$ cat config.mk
export PLATFORM = sky130hd
export DESIGN_NAME = regfile_dump
export DESIGN_NICKNAME = d
export VERILOG_FILES = /design/src/rtl/regfile_dump.sv
export SDC_FILE = /design/constraint.sdc
export NUM_CORES = 1
export LEC_CHECK = 0
export ABC_AREA = 1
export CAP_MARGIN = 20
export CELL_PAD_IN_SITES_DETAIL_PLACEMENT = 1
export CELL_PAD_IN_SITES_GLOBAL_PLACEMENT = 2
export CORE_ASPECT_RATIO = 1.1
export CORE_MARGIN = 3
export CORE_UTILIZATION = 26
export CTS_BUF_LIST = sky130_fd_sc_hd__clkbuf_8
export DETAILED_ROUTE_END_ITERATION = 16
export PLACE_DENSITY_LB_ADDON = 0.15
export SLEW_MARGIN = 10
export SYNTH_ARGS = -nofsm -noshare
export SYNTH_HDL_FRONTEND = slang
export SYNTH_SLANG_ARGS = --single-unit
$ cat constraint.sdc
create_clock -name clk -period 2.81 [get_ports clk]
set_clock_uncertainty 0.15 [all_clocks]
set_input_delay 0.562 -clock clk [delete_from_list [all_inputs] [get_ports clk]]
set_output_delay 0.562 -clock clk [all_outputs]
set_load 0.05 [all_outputs]
$ cat src/rtl/regfile_dump.sv
// Debug read-out engine: walks a register range through one RF read port and streams (index, value) words.
// Latency: 2 cycles per word with ready held high; backpressure holds the current word stable in SEND.
module regfile_dump #(
    parameter int N = 32
) (
    input  logic         clk,
    input  logic         reset,
    input  logic         dump_start,
    input  logic [4:0]   first_reg,
    input  logic [4:0]   last_reg,
    input  logic         dump_abort,
    output logic [4:0]   rf_read_reg,
    input  logic [N-1:0] rf_read_data,
    output logic         stall_req,
    output logic         dump_valid,
    input  logic         dump_ready,
    output logic [N-1:0] dump_data,
    output logic [4:0]   dump_index,
    output logic         dump_last,
    output logic         busy,
    output logic         done,
    output logic         dump_err,
    output logic [N-1:0] checksum
);

    typedef enum logic [1:0] {
        S_IDLE = 2'd0,
        S_READ = 2'd1,
        S_SEND = 2'd2,
        S_DONE = 2'd3
    } state_t;

    state_t     state;
    state_t     state_nxt;
    logic [4:0] idx;
    logic [4:0] last_q;
    logic       start_ok;
    logic       start_bad;
    logic       hshake;

    assign start_ok  = (state == S_IDLE) && dump_start && (first_reg <= last_reg);
    assign start_bad = (state == S_IDLE) && dump_start && (first_reg > last_reg);
    assign hshake    = (state == S_SEND) && dump_ready;

    assign rf_read_reg = idx;

    always_ff @(posedge clk or posedge reset) begin
        if (reset) begin
            state <= S_IDLE;
        end else begin
            state <= state_nxt;
        end
    end

    always_comb begin
        state_nxt = state;
        case (state)
            S_IDLE: if (start_ok) state_nxt = S_READ;
            S_READ: state_nxt = S_SEND;
            S_SEND: if (hshake) state_nxt = dump_last ? S_DONE : S_READ;
            S_DONE: state_nxt = S_IDLE;
            default: state_nxt = S_IDLE;
        endcase
        // Abort wins over every transition; a word accepted on the same edge is still counted below.
        if (dump_abort && (state != S_IDLE)) begin
            state_nxt = S_IDLE;
        end
    end

    always_comb begin
        stall_req  = 1'b0;
        dump_valid = 1'b0;
        busy       = 1'b0;
        done       = 1'b0;
        case (state)
            S_READ: begin
                stall_req = 1'b1;
                busy      = 1'b1;
            end
            S_SEND: begin
                stall_req  = 1'b1;
                dump_valid = 1'b1;
                busy       = 1'b1;
            end
            S_DONE: begin
                busy = 1'b1;
                done = 1'b1;
            end
            default: ;
        endcase
    end

    always_ff @(posedge clk or posedge reset) begin
        if (reset) begin
            idx        <= '0;
            last_q     <= '0;
            dump_data  <= '0;
            dump_index <= '0;
            dump_last  <= 1'b0;
            dump_err   <= 1'b0;
            checksum   <= '0;
        end else begin
            dump_err <= start_bad;
            if (start_ok) begin
                idx      <= first_reg;
                last_q   <= last_reg;
                checksum <= '0;
            end
            if (state == S_READ) begin
                dump_data  <= rf_read_data;
                dump_index <= idx;
                dump_last  <= (idx == last_q);
            end
            if (hshake) begin
                checksum <= checksum + dump_data;
                // idx < last_q <= 31 here, so the increment cannot wrap.
                if (!dump_last) begin
                    idx <= idx + 5'd1;
                end
            end
        end
    end

endmodule

## Word level (Yosys, flattened, before mapping)

Cells that the tools add are included.

| word-level totals | value |
|---|---|
| bits in registers | 83 |
| logic and storage cells | 43 |

| cells by class | value |
|---|---|
| add/subtract/negate cells | 2 |
| order comparisons | 2 |
| equal/unequal tests | 6 |
| mux-type cells | 14 |
| reduce and logical (&&, ||, !) cells | 11 |

Operators with widths:

| operator | count |
|---|---|
| 2-to-1 mux 32 bit | 2 |
| adder 32 bit | 1 |
| 2-to-1 mux 5 bit | 3 |
| 2-to-1 mux 2 bit | 4 |
| one-hot mux 2 bit (4 select lines) | 1 |
| inequality test 3 x 2 -> 1 bit (second input constant) | 2 |
| adder 5 x 1 -> 5 bit (second input constant) | 1 |
| == test 5 bit | 1 |
| > comparator 5 bit | 1 |
| less-or-equal comparator 5 bit | 1 |
| logical AND 1 bit | 5 |
| == test 2 bit (second input constant) | 2 |
| 2-to-1 mux 1 bit | 4 |
| nonzero test 2 bit | 2 |
| OR reduction 3 bit | 1 |
| == test 2 x 1 -> 1 bit (second input constant) | 1 |
| logical NOT 2 bit | 1 |
| AND reduction 2 bit | 1 |
| OR reduction 2 bit | 1 |

## Longest topological paths before layout

Gate-level depths: netlist of the first run.

| depth | value |
|---|---|
| depth after elaboration | 6 |
| gate-level depth with buffers | 14 |
| mapped depth without buffers | 14 |

## Least setup slack after synthesis of the first run

OpenSTA, ideal clock, no wires.

| timing path | value |
|---|---|
| path kind | reg2reg |
| start | reg checksum[0] |
| end | reg checksum[28] |
| library setup time | 118 ps |
| data arrival time | 2079 ps |
| path slack | 463 ps |
| cell stages (with the launch flop) | 14 |
| path buffers | 0 |
| clock period less this slack | 2347 ps |
| cell sequence | dfrtp_1 ha_1 inv_1 fa_1 inv_1 nand3_1 nand3_1 nand3_1 nand3_1 nand2_1 nand2_1 nand2_1 nand3_1 nand2_1 |

| on the way | value |
|---|---|
| word-level cells in the longest chain between the ends | 2 |

Ends and longest elaborated chain:

| element | RTL line | text |
|---|---|---|
| start, declared | 23 | `output logic [N-1:0] checksum` |
| start signal, assigned | 115 | `checksum <= checksum + dump_data;` |
| adder 32 bit | 115 |  |
| 2-to-1 mux 32 bit | 114 | `if (hshake) begin` |

Every way passes these cells.
A chain may end at the register's enable or synchronous reset.

## Worst setup path in the final report of the first run

| timing path | value |
|---|---|
| start | reg state[1] |
| end | out stall_req |

| on the way | value |
|---|---|
| word-level cells in the longest chain between the ends | 3 |

Ends and longest elaborated chain:

| element | RTL line | text |
|---|---|---|
| start, declared | 33 | `state_t state;` |
| start signal, assigned | 51 | `state <= state_nxt;` |
| == test 2 bit or == test 2 x 1 -> 1 bit (tied branches) | 75 | `case (state)` |
| OR reduction 2 bit (no source line) * | n/a |  |
| 2-to-1 mux 1 bit * | 75 |  |
| end, declared | 14 | `output logic stall_req,` |

Every way passes the cells marked *; elsewhere a longest branch is shown, timed or not.

==> results of run 1 <==
## worst max-delay path by stage
stage                            from            to  cells after the start  slack, ns
after floorplan           checksum[0]  checksum[28]                     13       0.46
after global placement    last_reg[4]      state[1]                     12       0.23
after detailed placement  last_reg[4]      state[1]                     12       0.17
after CTS                    state[0]    dump_valid                      3       0.04
after global routing         state[1]     stall_req                      3      0.007
final                        state[1]     stall_req                      3       0.11
## cell families after synthesis
group | synth area share, %
flops | 35.31
simple gates | 36.42
xor+xnor | 1.489
buf+inv | 10.27
compound gates | 7.445
fa+ha+maj | 9.062
## layer usage
layer	share of wire (%)	wire (µm)	global-route usage [%]
met4	1.4	282	4.037
met2	45	9318	28.23
met1	48	9873	23.67
met3	5.3	1098	4.415
met5	0.11	23	0
## critical path: cells and delay by family, from the launching register on
family	cells	cell delay (ns)
buffers and inverters	2	0.89
flip-flops	1	0.45
adder cells (fa/ha/maj)	1	0.28
## metrics by stage
step / instance area [µm²] / hold WS, ns / worst slack (ns) / power, mW / util [%]
floorplan: 5886 / 0.3122 / 0.4629 / 6.502 / -
global placement: 7538 / 0.3105 / 0.2320 / 8.724 / 33.99
detailed placement: 7538 / 0.3204 / 0.1702 / 8.755 / 33.99
CTS: 7761 / 0.3483 / 0.03884 / 9.842 / 34.99
global route: 7764 / 0.3694 / 0.007234 / 10.54 / 35.00
finish: 7764 / 0.3342 / 0.1113 / 9.659 / 35.00
## area by class of cell
cell class	instances	area, µm²	area share [%]
multi-input cells	656	3201	41.22
flip-flops and latches	83	2077	26.75
repair buffers	138	1390	17.90
inverters	133	503.0	6.479
well taps	295	369.1	4.754
clock buffers	9	123.9	1.595
clock inverters	7	100.1	1.289
## cells in the final DEF, fill, tap and decap left out, types with 2 or more instances in the layout
cell             synthesis  routed
a21oi_1                 33      33
a31oi_1                  2       2
buf_12                   0       3
buf_4                    0       9
bufinv_16                0       2
clkbuf_8                 0       9
clkdlybuf4s50_1          0     124
clkinvlp_4               0       2
dfrtp_1                 83      83
ha_1                    41      41
inv_1                  132     132
nand2_1                379     379
nand2_2                  5       5
nand3_1                 81      81
nand3b_1                 5       5
nand4_1                  3       3
nor2_1                  46      46
nor3_1                   3       3
o21ai_0                 24      24
o21ai_1                  5       5
o21ai_2                  4       4
o21bai_1                 3       3
xnor2_1                  7       7
xor2_1                   3       3
## repair_timing
item | 4_1_cts | 5_1_grt
setup buffers | 0 | 0
gates resized for setup | 1 | 1
endpoints found under the setup margin | 1 | 1
## power groups by stage
stage          sequential [mW]  clock (mW)  combinational [mW]
2_1_floorplan             3.68           0                2.83
3_3_place_gp              2.28           0                6.45
3_5_place_dp              2.27           0                6.48
4_1_cts                   2.26        1.08                6.50
5_1_grt                   2.33        1.12                7.09
6_report                  2.24        1.04                6.38
==> flow_summary.json, run 1 <==
{
  "hp-start": "dump_index[3]",
  "synth.most_common_cell": "nand2_1",
  "r2r_cells": 13,
  "synth-edff-count": 0,
  "cts_max_level": 3,
  "place_congestion": 0.7914,
  "antenna_found_initial": 2,
  "finalCritPeriodShare_pct": 96.04,
  "num_antenna_cells": 0,
  "cts.path.max_buffers": 2,
  "hold_depth": 2,
  "crit_chain": "inv_1 -> ha_1 -> clkdlybuf4s50_1",
  "fmax_mhz": 370.5,
  "p_sw_share_pct": 55.92,
  "dieWidth_um": 149.4,
  "syn_inst": 891,
  "async_flop_share_pct": 100.0,
  "cts_tree": "built",
  "path_class": "reg -> out",
  "hold_viol_final": 0,
  "r2r-start": "dump_data[0]",
  "via_per_inst": 4.431,
  "syn_area_um2": 5882,
  "clock_latency_ns": 0.38,
  "hpwl_mm": 16.42,
  "rsz0062_at_grt": "no",
  "min_path_type": "reg -> reg",
  "r2r_slack_ns": 0.35,
  "grt_max_degree": 84,
  "period_needed_ns": 2.699,
  "vdd_drop_max_mv": 0.6011,
  "cts_sinks": 83,
  "p_seq_share_pct": 23.2,
  "synth_nets": 980,
  "timing.final.max_slew_violations": 0,
  "final_layout_size_suffix_gt1_share_pct": 4.094,
  "combPwrFrac_pct": 66.0,
  "p_leak_nw": 4.217,
  "rows": 57,
  "ant_nets": 0,
  "fin_nets": 1110,
  "r2r_end": "checksum[24]",
  "port_buffers": 126,
  "worstPathMaxFanout": 6,
  "drt-total-wl_mm": 20.60,
  "p_int_mw": 4.258,
  "crit_arrival_ns": 1.99,
  "reg_top3": "checksum: 32 flops, dump_data: 32 flops",
  "start_util_pct": 26.52,
  "drc_errors": 0,
  "wl_per_cell_um": 15.59,
  "required_ns": 2.10,
  "synth-main-ff-cell": "dfrtp_1",
  "hold_buffers": 0,
  "dieArea_um2": 24470,
  "run_status": "finished clean",
  "relSlewSlack_pct": 62.26,
  "setup_viol": 0,
  "yosys.cell_types.count": 34,
  "grt_pass1_wl_mm": 33.47,
  "firstDrtPassIters": 4,
  "synth_common_cells": "379 x nand2_1, 132 x inv_1, 83 x dfrtp_1",
  "fin_tns_setup_ns": 0,
  "clk_pin_slew_worst_paths_ns": 0.10,
  "synth_top_cell_by_area": "dfrtp_1",
  "syn2layout_area_growth_pct": 31.99,
  "clkPwrFrac_pct": 10.7,
  "finalNonFillerCells": 1321,
  "critPathLaunchType": "register",
  "end_kind": "primary output",
  "n_fill_cell": 2804,
  "fp.dieH_um": 163.8,
  "yosys-top-cells-area": "dfrtp_1 35%, nand2_1 24%, ha_1 8.7%",
  "yosys_warnings": 0,
  "numCtsBuffers": 9,
  "grtUsageTotal_pct": 17.50,
  "ys_seq_elements": 83,
  "io_pins": 127,
  "first_global_vias": 6193,
  "synth.top_cell.area_share_pct": 35.31,
  "grt_overflow": 0,
  "power_switching_mw": 5.401,
  "dr.first_iter.drc_count": 274,
  "slowest_stage": "clkdlybuf4s50_1",
  "whs_endpoint": "dump_index[3]",
  "dr_total_vias": 5854,
  "dpl.cell_count": 1305,
  "power.density_nw_per_um2": 1244,
  "slowest_delay_ns": 0.79,
  "core_area_um2": 22180,
  "avgSynthCellArea_um2": 6.601,
  "cap_violations": 0,
  "cts-root-buf": "clkbuf_8",
  "ys_seq_area_share_pct": 35.31,
  "tightest_slew_ns": 0.5643
}
Note: power is estimated with default switching activity, not from simulation.
==> run 2, diff against run 1 <==
--- a/config.mk
+++ b/config.mk
@@ -14,6 +14,7 @@
 export CORE_UTILIZATION = 26
 export CTS_BUF_LIST = sky130_fd_sc_hd__clkbuf_8
 export DETAILED_ROUTE_END_ITERATION = 16
+export GPL_TIMING_DRIVEN = 0
 export PLACE_DENSITY_LB_ADDON = 0.15
 export SLEW_MARGIN = 10
 export SYNTH_ARGS = -nofsm -noshare
==> run 2 against run 1 <==
Cell area fell by 0.19%. Die area stayed put. Setup slack improved by 0.095 ns. Global-route usage is 0.61 points higher. Largest cell class unchanged.
==> flow_summary.json, run 2 (synthesized netlist as in run 1, its figures left out) <==
{
  "run_status": "finished clean",
  "timing.final.max_slew_violations": 0,
  "dieArea_um2": 24470,
  "core_area_um2": 22180,
  "wl_per_cell_um": 16.22,
  "end_kind": "register",
  "whs_ns": 0.3330,
  "hpwl_mm": 17.49,
  "cts_max_level": 3,
  "clock_latency_ns": 0.38,
  "layout_common_cells": "379 x nand2_1, 131 x inv_1, 123 x clkdlybuf4s50_1",
  "ant_nets": 0,
  "fin_nets": 1119,
  "critPathLaunchType": "register",
  "p_sw_share_pct": 57.13,
  "grt_overflow": 0,
  "power.density_nw_per_um2": 1231,
  "path_delay_family": "buffers and inverters",
  "required_ns": 2.98,
  "layout.cells.most_common": "nand2_1",
  "place_congestion": 0.8114,
  "combPwrFrac_pct": 67.2,
  "vdd_drop_max_mv": 0.5547,
  "reg_top3": "checksum: 32 flops, dump_data: 32 flops",
  "multi_input_area_um2": 3201,
  "drc_errors": 0,
  "setup_viol": 0,
  "cp_num_buf_inv": 3,
  "dr.first_iter.drc_count": 211,
  "crit_arrival_ns": 2.77,
  "design_area_um2": 7749,
  "final_layout_size_suffix_gt1_share_pct": 3.865,
  "via_per_inst": 4.478,
  "post_cts_buffers": 0,
  "cap_violations": 0,
  "dr_total_vias": 5956,
  "hold_viol_final": 0,
  "n_fill_cell": 2800,
  "num_antenna_cells": 0,
  "clk_pin_slew_worst_paths_ns": 0.10,
  "cts.path.max_buffers": 2,
  "fmax_mhz": 384.1,
  "p_int_mw": 4.090,
  "slowest_stage": "clkbuf_1",
  "dieWidth_um": 149.4,
  "numCtsBuffers": 9,
  "clkPwrFrac_pct": 9.4,
  "io_pins": 127,
  "firstDrtPassIters": 5,
  "placed_cell_area_um2": 7556,
  "min_path_type": "reg -> reg",
  "grtUsageTotal_pct": 18.11,
  "slowest_delay_ns": 0.63,
  "fin_tns_setup_ns": 0,
  "ff_latch_area_um2": 2077,
  "grt_max_degree": 34,
  "finalCritPeriodShare_pct": 92.66,
  "path_class": "reg -> reg",
  "p_leak_nw": 4.212,
  "antenna_found_initial": 1,
  "period_needed_ns": 2.604,
  "cts-root-buf": "clkbuf_8",
  "grt_pass1_wl_mm": 34.24,
  "start_util_pct": 26.52,
  "cts_tree": "built",
  "crit_chain": "inv_1 -> ha_1 -> nand2_1 -> clkbuf_1 -> clkbuf_1 -> nand3_1 -> nand2_1",
  "rsz0062_at_grt": "no",
  "tightest_slew_ns": 0.7428,
  "power_switching_mw": 5.451,
  "drt-total-wl_mm": 21.58,
  "p_seq_share_pct": 23.4,
  "total_power_mw": 9.541,
  "syn2layout_area_growth_pct": 31.74,
  "port_buffers": 126,
  "final_core_util_pct": 34.94,
  "relSlewSlack_pct": 50.48,
  "worstPathMaxFanout": 10,
  "cts_sinks": 83,
  "rows": 57,
  "first_global_vias": 6215,
  "fp.dieH_um": 163.8
}
[run 2: area by class of cell]
class | instances | area share, %
Multi-Input combinational cell | 656 | 41.30
Sequential cell | 83 | 26.80
Timing Repair Buffer | 128 | 16.89
Inverter | 133 | 6.491
Tap cell | 295 | 4.763
Clock buffer | 10 | 1.776
Buffer | 19 | 1.356
Clock inverter | 6 | 0.6136
[run 2: final timing paths]
| check | to | slack (ns) | depth (start not counted) | from |
|---|---|---|---|---|
| max | checksum[10] | 0.21 | 7 | state[0] |
| min | dump_index[0] | 0.33 | 2 | dump_index[0] |
| max reg2reg | checksum[10] | 0.21 | 7 | state[0] |
| min reg2reg | dump_index[0] | 0.33 | 2 | dump_index[0] |
| max in group asynchronous | state[1] | 1.26 | 4 | reset |
| min in group asynchronous | rf_read_reg[0] | 0.43 | 2 | reset |
[run 2: stage by stage]
stage / instances / setup WS (ns)
final: 1330 / 0.2063
after global routing: 1330 / 0.02079
after CTS: 1330 / 0.03056
after detailed placement: 1314 / -0.02664
after global placement: 1312 / -0.03150
after floorplan: 891 / 0.4629
[run 2: power by group through the flow]
stage,registers (mW),logic (mW),clock network [mW]
6_report,2.23,6.41,0.893
2_1_floorplan,3.68,2.83,0
4_1_cts,2.25,6.53,0.928
3_3_place_gp,2.27,6.44,0
3_5_place_dp,2.27,6.50,0
5_1_grt,2.32,7.11,0.978
[run 2: what timing repair did]
action | CTS | global route
gates resized for setup | 0 | 3
setup endpoints to repair | 0 | 3
hold buffers | 0 | 0
[run 2: routing by layer]
layer / track usage (%) / vias up / wire (µm)
li1: - / 3041 / -
met4: 3.121 / 2 / 140
met5: 0 / - / 13
met1: 24.69 / 2794 / 10390
met2: 29.84 / 108 / 9975
met3: 4.139 / 11 / 1061
[run 2: worst register-to-register path, cell delays in order, from the launching register on]
cell,delay (ns)
dfrtp_1,0.41
inv_1,0.10
ha_1,0.26
nand2_1,0.17
clkbuf_1,0.56
clkbuf_1,0.64
nand3_1,0.16
nand2_1,0.09
==> run 3, diff against run 2 <==
--- a/config.mk
+++ b/config.mk
@@ -5,13 +5,13 @@
 export SDC_FILE = /design/constraint.sdc
 export NUM_CORES = 1
 export LEC_CHECK = 0
-export ABC_AREA = 1
+export ABC_AREA = 0
 export CAP_MARGIN = 20
 export CELL_PAD_IN_SITES_DETAIL_PLACEMENT = 1
 export CELL_PAD_IN_SITES_GLOBAL_PLACEMENT = 2
 export CORE_ASPECT_RATIO = 1.1
 export CORE_MARGIN = 3
-export CORE_UTILIZATION = 26
+export CORE_UTILIZATION = 28
 export CTS_BUF_LIST = sky130_fd_sc_hd__clkbuf_8
 export DETAILED_ROUTE_END_ITERATION = 16
 export GPL_TIMING_DRIVEN = 0
==> run 3 against run 2 <==
Power is 6.1% higher. Via count is 26% lower. Cell area fell by 6.6%. Sequential share of layout area up 1.9 points. Synthesized cell count fell by 44%. Critical path type unchanged. Largest cell class unchanged.
==> flow_summary.json, run 3 <==
{
  "wl_per_cell_um": 17.48,
  "final_layout_size_suffix_gt1_share_pct": 17.60,
  "via_per_inst": 4.925,
  "layout.cells.most_common": "clkdlybuf4s50_1",
  "path_delay_family": "compound AO/OA/AOI/OAI gates",
  "dieArea_um2": 19780,
  "yosys-top-cells-area": "dfrtp_1 41%, ha_1 10%, mux2_2 8.2%",
  "cts_sinks": 83,
  "yosys.cell_types.count": 65,
  "syn_inst": 500,
  "async_flop_share_pct": 100.0,
  "path_class": "reg -> reg",
  "syn2layout_area_growth_pct": 42.52,
  "drc_errors": 0,
  "dr.first_iter.drc_count": 117,
  "critPathLaunchType": "register",
  "start_util_pct": 28.61,
  "firstDrtPassIters": 4,
  "num_antenna_cells": 0,
  "cts_tree": "built",
  "synth.top_cell.area_share_pct": 40.92,
  "min_path_type": "reg -> reg",
  "cts-root-buf": "clkbuf_8",
  "crit_start": "dump_data[0]",
  "finalCritPeriodShare_pct": 99.71,
  "core_area_um2": 17740,
  "timing.final.max_slew_violations": 0,
  "worstPathMaxFanout": 4,
  "p_leak_nw": 3.157,
  "crit_arrival_ns": 2.91,
  "synth_nets": 589,
  "vdd_drop_max_mv": 0.5164,
  "hp-start": "last_q[3]",
  "cts_max_level": 3,
  "cp_num_buf_inv": 1,
  "tightest_slew_ns": 0.7157,
  "io_pins": 127,
  "rows": 51,
  "synth.most_common_cell": "dfrtp_1",
  "end_kind": "register",
  "fp.dieH_um": 147.2,
  "clk_pin_slew_worst_paths_ns": 0.08,
  "ys_seq_area_share_pct": 40.92,
  "cap_violations": 0,
  "grt_max_degree": 33,
  "run_status": "finished clean",
  "grt_util_met3_pct": 3.699,
  "setup_viol": 0,
  "ys_seq_elements": 83,
  "dr_total_vias": 4418,
  "use_met1_pct": 20.87,
  "ant_nets": 0,
  "grt_overflow": 0,
  "syn_area_um2": 5076,
  "port_buffers": 126,
  "dieWidth_um": 134.4,
  "synth_top_cell_by_area": "dfrtp_1",
  "n_fill_cell": 2034,
  "fmax_mhz": 356.9,
  "cts.path.max_buffers": 2,
  "power.density_nw_per_um2": 1399,
  "period_needed_ns": 2.802,
  "slowest_stage": "dfrtp_2",
  "whs_ns": 0.3530,
  "synth_common_cells": "83 x dfrtp_1, 47 x o21ai_0, 41 x ha_1, 41 x nand2_1, 37 x mux2_2",
  "fin_nets": 744,
  "met2_usage_pct": 26.84,
  "crit_chain": "ha_4 -> inv_2 -> fa_2 -> nor2b_4 -> o31a_1 -> o211ai_2 -> o21ai_4 -> o211ai_1 -> nand2_1 -> a211o_1 -> a32o_1",
  "synth-main-ff-cell": "dfrtp_1",
  "grt_pass1_wl_mm": 25.37,
  "rsz0062_at_grt": "yes",
  "fin_tns_setup_ns": 0,
  "required_ns": 2.92,
  "antenna_found_initial": 0,
  "hpwl_mm": 11.89,
  "place_congestion": 0.7834,
  "r2r-start": "dump_data[0]",
  "clock_latency_ns": 0.37,
  "hold_buffers": 0,
  "slowest_delay_ns": 0.44,
  "drt-total-wl_mm": 15.68,
  "reg_top3": "checksum: 32 flops, dump_data: 32 flops",
  "first_global_vias": 4759,
  "layout_common_cells": "122 x clkdlybuf4s50_1, 81 x dfrtp_1, 41 x nand2_1, 41 x o21ai_0, 39 x ha_1",
  "numCtsBuffers": 9,
  "avgSynthCellArea_um2": 10.15,
  "hold_viol_final": 0,
  "grtUsageTotal_pct": 15.96,
  "relSlewSlack_pct": 52.29,
  "synth-edff-count": 0,
  "yosys_warnings": 0,
  "top_usage_layer": "met2"
}
run 3: changes by cell type after synthesis, sizes merged, moves of 11 or more:
cell   change
a21o      +14
inv      -114
mux2      +37
nand2    -342
nand3     -54
nor2      -35
o21ai     +14
xor2      +11
run 3: layout make-up:
type                            instances  area, µm²  area share [%]
Multi-Input combinational cell        380       3033           41.92
Sequential cell                        83       2079           28.74
Timing Repair Buffer                  143       1439           19.89
Tap cell                              238      297.8           4.116
Clock buffer                           10      137.6           1.902
Buffer                                 20      105.1           1.453
Clock inverter                          5      71.32          0.9858
Inverter                               18      71.32          0.9858
run 3: logic make-up after synthesis:
group	after synthesis	share of synthesized area, %
and+or+nand+nor	113	11.27
buffers and inverters	38	2.859
muxes	41	8.997
xor gates and xnor gates	29	5.004
DFF	83	40.92
adders and majority gates	42	10.50
AOI/OAI and AO/OA	154	20.46
run 3: worst paths after layout:
path	cells past startpoint	slack, ns	end
max	11	0.008	checksum[26]
min	2	0.35	last_q[3]
max reg2reg	11	0.008	checksum[26]
min reg2reg	2	0.35	last_q[3]
max in group asynchronous	3	1.43	checksum[0]
min in group asynchronous	2	0.48	dump_data[6]
run 3: layer usage:
metal	part of all wire, %	routed length, µm
met1	45	7117
met2	49	7725
met3	4.3	674
met4	1.0	161
met5	0	0
run 3: worst register-to-register path, cell delays in order (launching register included):
cell      delay, ns
dfrtp_2        0.44
ha_4           0.17
inv_2          0.05
fa_2           0.23
nor2b_4        0.05
o31a_1         0.29
o211ai_2       0.26
o21ai_4        0.11
o211ai_1       0.28
nand2_1        0.14
a211o_1        0.28
a32o_1         0.24
run 3: timing repair:
item | in CTS | in global routing
setup endpoints to repair | 43 | 39
gates resized for setup | 27 | 34
pin swaps | 12 | 18
cloned | 0 | 2
setup buffers | 8 | 6
run 3: report_power, final:
part	switching, mW	internal (mW)
clock network	0.446	0.512
logic	4.23	2.70
registers	0.504	1.73
total	5.18	4.94
run 3: stage by stage:
| step | worst slack [ns] | power [mW] | std cells | cell area, µm² | util, % |
|---|---|---|---|---|---|
| floorplan | -0.008577 | 6.830 | 500 | 5082 | - |
| global placement | -0.9031 | 8.755 | 864 | 6641 | 37.44 |
| detailed placement | -0.8911 | 8.859 | 866 | 6681 | 37.66 |
| CTS | 0.004675 | 10.05 | 889 | 7044 | 39.71 |
| global route | -0.08524 | 10.87 | 897 | 7234 | 40.78 |
| finish | 0.008024 | 10.12 | 897 | 7234 | 40.78 |
